<file path="src/rtl/osd_spi_master.sv">
// Transmit end of the OSD SPI link: mode 0, MSB first, SS3 held low for a whole
// tx_last-terminated frame, and a minimum deselect gap between frames.
module osd_spi_master #(
    parameter int CLK_DIV    = 4,
    parameter int GAP_CYCLES = 4
) (
    input  logic       clk_sys,
    input  logic       reset,
    input  logic [7:0] tx_data,
    input  logic       tx_last,
    input  logic       tx_valid,
    output logic       tx_ready,
    output logic       busy,
    output logic       SPI_SCK,
    output logic       SPI_SS3,
    output logic       SPI_DI,
    output logic [2:0] dbg_state
);

    // Handshake: a byte is accepted on a clk_sys edge where tx_valid and tx_ready are
    // both high; tx_data/tx_last are sampled only on that edge and ignored otherwise.

    localparam int DW = $clog2(CLK_DIV) + 1;
    localparam int GW = $clog2(GAP_CYCLES) + 1;
    localparam logic [DW-1:0] DIV_MAX = DW'(CLK_DIV - 1);
    localparam logic [GW-1:0] GAP_MAX = GW'(GAP_CYCLES - 1);

    typedef enum logic [2:0] {
        ST_IDLE  = 3'd0,
        ST_SHIFT = 3'd1,
        ST_WAIT  = 3'd2,
        ST_HOLD  = 3'd3,
        ST_GAP   = 3'd4
    } state_t;

    state_t          r_state;
    state_t          w_next_state;
    logic [DW-1:0]   r_div;
    logic [DW-1:0]   w_div_nxt;
    logic [2:0]      r_bit;
    logic [2:0]      w_bit_nxt;
    logic [GW-1:0]   r_gap;
    logic [GW-1:0]   w_gap_nxt;
    logic [7:0]      r_shift;
    logic [7:0]      w_shift_nxt;
    logic            r_last;
    logic            w_last_nxt;
    logic            r_sck;
    logic            w_sck_nxt;
    logic            r_ss3;
    logic            w_ss3_nxt;
    logic            r_di;
    logic            w_di_nxt;
    logic            r_tx_ready;
    logic            w_tx_ready_nxt;
    logic            r_busy;
    logic            w_busy_nxt;

    logic            w_accept;
    logic            w_div_end;
    logic            w_gap_end;
    logic            w_byte_end;

    assign w_accept   = tx_valid & r_tx_ready;
    assign w_div_end  = (r_div == DIV_MAX);
    assign w_gap_end  = (r_gap == GAP_MAX);
    assign w_byte_end = w_div_end & r_sck & (r_bit == 3'd0);

    // State and registered outputs
    always_ff @(posedge clk_sys or posedge reset) begin
        if (reset) begin
            r_state    <= ST_IDLE;
            r_div      <= '0;
            r_bit      <= '0;
            r_gap      <= '0;
            r_shift    <= '0;
            r_last     <= 1'b0;
            r_sck      <= 1'b0;
            r_ss3      <= 1'b1;
            r_di       <= 1'b0;
            r_tx_ready <= 1'b0;
            r_busy     <= 1'b0;
        end else begin
            r_state    <= w_next_state;
            r_div      <= w_div_nxt;
            r_bit      <= w_bit_nxt;
            r_gap      <= w_gap_nxt;
            r_shift    <= w_shift_nxt;
            r_last     <= w_last_nxt;
            r_sck      <= w_sck_nxt;
            r_ss3      <= w_ss3_nxt;
            r_di       <= w_di_nxt;
            r_tx_ready <= w_tx_ready_nxt;
            r_busy     <= w_busy_nxt;
        end
    end

    always_comb begin
        w_next_state = r_state;
        case (r_state)
            ST_IDLE:  if (w_accept) w_next_state = ST_SHIFT;
            ST_SHIFT: if (w_byte_end) w_next_state = r_last ? ST_HOLD : ST_WAIT;
            ST_WAIT:  if (w_accept) w_next_state = ST_SHIFT;
            ST_HOLD:  if (w_div_end) w_next_state = ST_GAP;
            ST_GAP:   if (w_gap_end) w_next_state = ST_IDLE;
            default:  w_next_state = ST_IDLE;
        endcase
    end

    always_comb begin
        w_div_nxt      = r_div;
        w_bit_nxt      = r_bit;
        w_gap_nxt      = r_gap;
        w_shift_nxt    = r_shift;
        w_last_nxt     = r_last;
        w_sck_nxt      = r_sck;
        w_ss3_nxt      = r_ss3;
        w_di_nxt       = r_di;
        w_tx_ready_nxt = r_tx_ready;
        w_busy_nxt     = (w_next_state != ST_IDLE);

        case (r_state)
            ST_IDLE: begin
                w_tx_ready_nxt = 1'b1;
                w_sck_nxt      = 1'b0;
                w_ss3_nxt      = 1'b1;
            end
            ST_SHIFT: begin
                // DI only moves on the falling edge, so it is stable around each rise
                if (w_div_end) begin
                    w_div_nxt = '0;
                    if (!r_sck) begin
                        w_sck_nxt = 1'b1;
                    end else begin
                        w_sck_nxt = 1'b0;
                        if (r_bit == 3'd0) begin
                            w_tx_ready_nxt = !r_last;
                        end else begin
                            w_bit_nxt = r_bit - 3'd1;
                            w_di_nxt  = r_shift[r_bit - 3'd1];
                        end
                    end
                end else begin
                    w_div_nxt = r_div + 1'b1;
                end
            end
            ST_WAIT: begin
                w_tx_ready_nxt = 1'b1;
                w_sck_nxt      = 1'b0;
            end
            ST_HOLD: begin
                if (w_div_end) begin
                    w_ss3_nxt = 1'b1;
                    w_div_nxt = '0;
                    w_gap_nxt = '0;
                end else begin
                    w_div_nxt = r_div + 1'b1;
                end
            end
            ST_GAP: begin
                if (w_gap_end) begin
                    w_tx_ready_nxt = 1'b1;
                    w_gap_nxt      = '0;
                end else begin
                    w_gap_nxt = r_gap + 1'b1;
                end
            end
            default: begin
                w_tx_ready_nxt = 1'b0;
            end
        endcase

        // Accept only ever happens in IDLE or WAIT, where tx_ready is high
        if (w_accept) begin
            w_tx_ready_nxt = 1'b0;
            w_ss3_nxt      = 1'b0;
            w_sck_nxt      = 1'b0;
            w_di_nxt       = tx_data[7];
            w_bit_nxt      = 3'd7;
            w_div_nxt      = '0;
            w_shift_nxt    = tx_data;
            w_last_nxt     = tx_last;
        end
    end

    assign tx_ready  = r_tx_ready;
    assign busy      = r_busy;
    assign SPI_SCK   = r_sck;
    assign SPI_SS3   = r_ss3;
    assign SPI_DI    = r_di;
    assign dbg_state = r_state;

endmodule

</file>
<file path="config.mk">
export PLATFORM = sky130hd
export DESIGN_NAME = osd_spi_master
export DESIGN_NICKNAME = d
export VERILOG_FILES = /design/src/rtl/osd_spi_master.sv
export SDC_FILE = /design/constraint.sdc
export NUM_CORES = 1
export LEC_CHECK = 0
export CAP_MARGIN = 15
export CORE_MARGIN = 3
export CORE_UTILIZATION = 56
export CTS_CLUSTER_SIZE = 24
export DETAILED_ROUTE_END_ITERATION = 12
export PLACE_DENSITY = 0.89
export SLEW_MARGIN = 20
export SYNTH_ARGS = -nofsm -noshare
export SYNTH_HDL_FRONTEND = slang
export SYNTH_SLANG_ARGS = --single-unit
</file>
<file path="constraint.sdc">
create_clock -name clk_sys -period 2.9 [get_ports clk_sys]
set_input_delay 0.87 -clock clk_sys [delete_from_list [all_inputs] [get_ports clk_sys]]
set_output_delay 0.87 -clock clk_sys [all_outputs]
set_load 0.05 [all_outputs]
</file>
==> results_dict.tcl <==
set metrics [dict create \
    status "finished, final reports clean" \
    crit_chain "clkdlybuf4s50_1" \
    synthSimpleGateAreaFrac_pct 17.3 \
    synth_area_leader_cell "dfrtp_1" \
    synth_mux_area_share_pct 12.7 \
    drt-initial-drc-count 32 \
    hold_class "reg -> reg" \
    cts_hold_buf 0 \
    root_buffer "clkbuf_4" \
    grt.overflow.total 0 \
    cts_tree "built" \
    ys_seq_area_share_pct 49.5 \
    rsz0062_at_grt "no" \
    die_x_um 54.5 \
    critPathLaunchType "flip-flop" \
    worst-path-buf-inv 1 \
    synth_top_family_by_area "simple AND/OR/NAND/NOR gates" \
    grt.met2_usage_pct 34.5 \
    cts_made_buffers 3 \
    grtUsageMet3_pct 2.45 \
    critPathMaxStageDelay_ns 0.87 \
    synth_seq_cells 26 \
    p_leak_nw 0.719 \
    num_vias 973 \
    max_cap_violations 0 \
    slew_headroom_pct 66.6 \
    clk_pin_slew_worst_paths_ns 0.14 \
    finalPower_mw 0.547 \
    rows 16 \
    hold_ws_ns 0.507 \
    multi_input_comb_area_um2 611 \
    cp.required_ns 2.03 \
    min_period_ns 2.63 \
    mostFrequentLayoutCells "25 x dfrtp_1, 19 x clkdlybuf4s50_1, 10 x a21oi_1, 10 x nand2_1, 10 x mux2_2" \
    syn_inst 118 \
    setup_tns_ns 0 \
    dp_hpwl_um 1950 \
    cts_sinks 26 \
    grt_max_degree 15 \
    drv_slew 0 \
    final-setup-viol-count 0 \
    clockBufferDepth 2 \
    syn_avg_cell_area_um2 11.2 \
    pwr-share-seq_pct 66.4 \
    use_met1_pct 26.3 \
    ant_nets 0 \
    synth_xor_xnor_area_share_pct 1.33 \
    port_buffers 19 \
    drc_errors 0 \
    skew_ns 0.00146 \
    ctsHtreeMaxLevel 1 \
    final-seq-area_um2 652 \
    p_comb_share_pct 4.2 \
    grt.busiest_layer "met2" \
    wl_per_cell_um 15.5 \
    grt_first_pass_wirelength_um 4260 \
    tightest_slew_ns 0.500 \
    first_pass_iters 4 \
    stdcell_area_mm2 0.00155 \
    p_sw_mw 0.116 \
    die_area_mm2 0.00297 \
    wirelength_um 2570 \
    cts_resized 0 \
    grt_usage_pct 20.4 \
    p_sw_share_pct 21.2 \
    die_y_um 54.5 \
    postPlaceCellArea_mm2 0.00153 \
    crit_path_top_delay_cell "clkdlybuf4s50_1" \
    worstSetupPathType "reg -> out" \
    nFillCells 136 \
    synth_compound_area_share_pct 11.2 \
    cp_data_arrival_time_ns 1.76 \
    viasPerCell 5.86 \
    power.density_mw_per_mm2 352 \
    dp_cells 162 \
    grt_pass1_vias 966 \
    clockPowerShare_pct 29.4 \
    io_pins 20 \
    fin_crit_sh_pct 90.7 \
    clock.fmax_ghz 0.380 \
    yosys.area_share.adder_pct 3.80 \
    gp_congestion 0.887 \
    worst-r2r-setup-slack_ns 0.93 \
    synth.area.top_cells "dfrtp_1 47%, mux2_2 8.5%, a21oi_1 3.8%, ha_1 3.8%, mux4_2 3.4%" \
    start_util_pct 63.3 \
    synth_top_area_share_pct 47.5 \
    peakVddDrop_mv 0.260 \
    syn_nets 134 \
    postCtsSetupBuffers 0 \
    areaGrowthSynthToFinish_pct 17.9 \
    antennaDiodeCount 0 \
    crit_fanout 12 \
    finalNonFillerCells 166 \
    antenna_found_initial 0 \
    final_common_cell "dfrtp_1" \
    final_net_count 156 \
    syn_area_mm2 0.00132 \
    worst_slack_ns 0.269 \
    ys_warn_count 0 \
    p_int_mw 0.430 \
    hold_viol_final 0 \
    yosys.cell_types.count 35 \
    utilization_pct 74.6 \
    pre_cts_ws_ns 0.609 \
    crit_family "buffers and inverters" \
    clk_latency_ns 0.32 \
    endpoint_kind "output port" \
    drive_above_1_share_pct 15.8 \
    core_mm2 0.00208 \
]
## cell type report
type / instances / share of cell area [%]
Inverter: 7 / 1.69
Sequential cell: 26 / 41.9
Timing Repair Buffer: 21 / 13.2
Multi-Input combinational cell: 81 / 39.3
Clock buffer: 4 / 1.69
Tap cell: 27 / 2.17
## kinds of logic (layout without fill, tap and decap cells)
family / count (synthesis) / in the layout
and+or+nand+nor: 39 / 39
DFF: 26 / 26
AOI/OAI and AO/OA: 23 / 23
muxes: 13 / 13
buffers and inverters: 11 / 32
adders and majority gates: 4 / 4
xor gates and xnor gates: 2 / 2
## state kept, by name (all words and copies together), names as in the netlist
register / count
SPI_SS3: 1
r_shift: 8
dbg_state: 3
busy: 1
r_gap: 3
tx_ready: 1
r_div: 3
SPI_SCK: 1
r_bit: 3
SPI_DI: 1
r_last: 1
## final timing paths
check,startpoint,endpoint,cells past startpoint
min in group asynchronous,reset,r_gap[2]$_DFFE_PP0P_,2
max in group asynchronous,reset,r_last$_DFFE_PP0P_,3
worst max-delay path,dbg_state[2]$_DFF_PP0_,dbg_state[2],1
worst max register to register,r_bit[0]$_DFFE_PP0P_,SPI_DI$_DFFE_PP0P_,6
worst min-delay path,r_shift[7]$_DFFE_PP0P_,r_shift[7]$_DFFE_PP0P_,2
worst min register to register,r_shift[7]$_DFFE_PP0P_,r_shift[7]$_DFFE_PP0P_,2
## power groups by stage
stage	registers, mW	clock network [mW]	logic, mW
global route	0.363	0.183	0.0254
detailed placement	0.369	0	0.0236
CTS	0.363	0.162	0.0237
finish	0.363	0.161	0.0230
global placement	0.369	0	0.0226
floorplan	0.369	0	0.00548
## Yosys cell counts, drive strengths merged
| cell type | number |
|---|---|
| a211oi | 1 |
| a21oi | 10 |
| a22oi | 2 |
| and2 | 1 |
| and2b | 2 |
| and3 | 1 |
| buf | 4 |
| dfrtp | 25 |
| dfstp | 1 |
| ha | 4 |
| inv | 7 |
| mux2 | 10 |
| mux2i | 1 |
| mux4 | 2 |
| nand2 | 10 |
| nand2b | 3 |
| nand3 | 5 |
| nand3b | 1 |
| nand4 | 1 |
| nand4bb | 1 |
| nor2 | 6 |
| nor2b | 2 |
| nor3 | 2 |
| nor3b | 2 |
| o211ai | 1 |
| o21a | 1 |
| o21ai | 5 |
| o221a | 1 |
| o311ai | 1 |
| o31ai | 1 |
| or3 | 2 |
| xnor2 | 2 |
## metal layers
| metal | wire length, um | vias up | share of wire (%) |
|---|---|---|---|
| li1 | - | 460 | - |
| met1 | 1110 | 475 | 43 |
| met2 | 1320 | 32 | 51 |
| met3 | 100 | 6 | 3.9 |
| met4 | 40 | 0 | 1.6 |
| met5 | 0 | - | 0 |
Note: power is estimated with default switching activity, not from simulation.
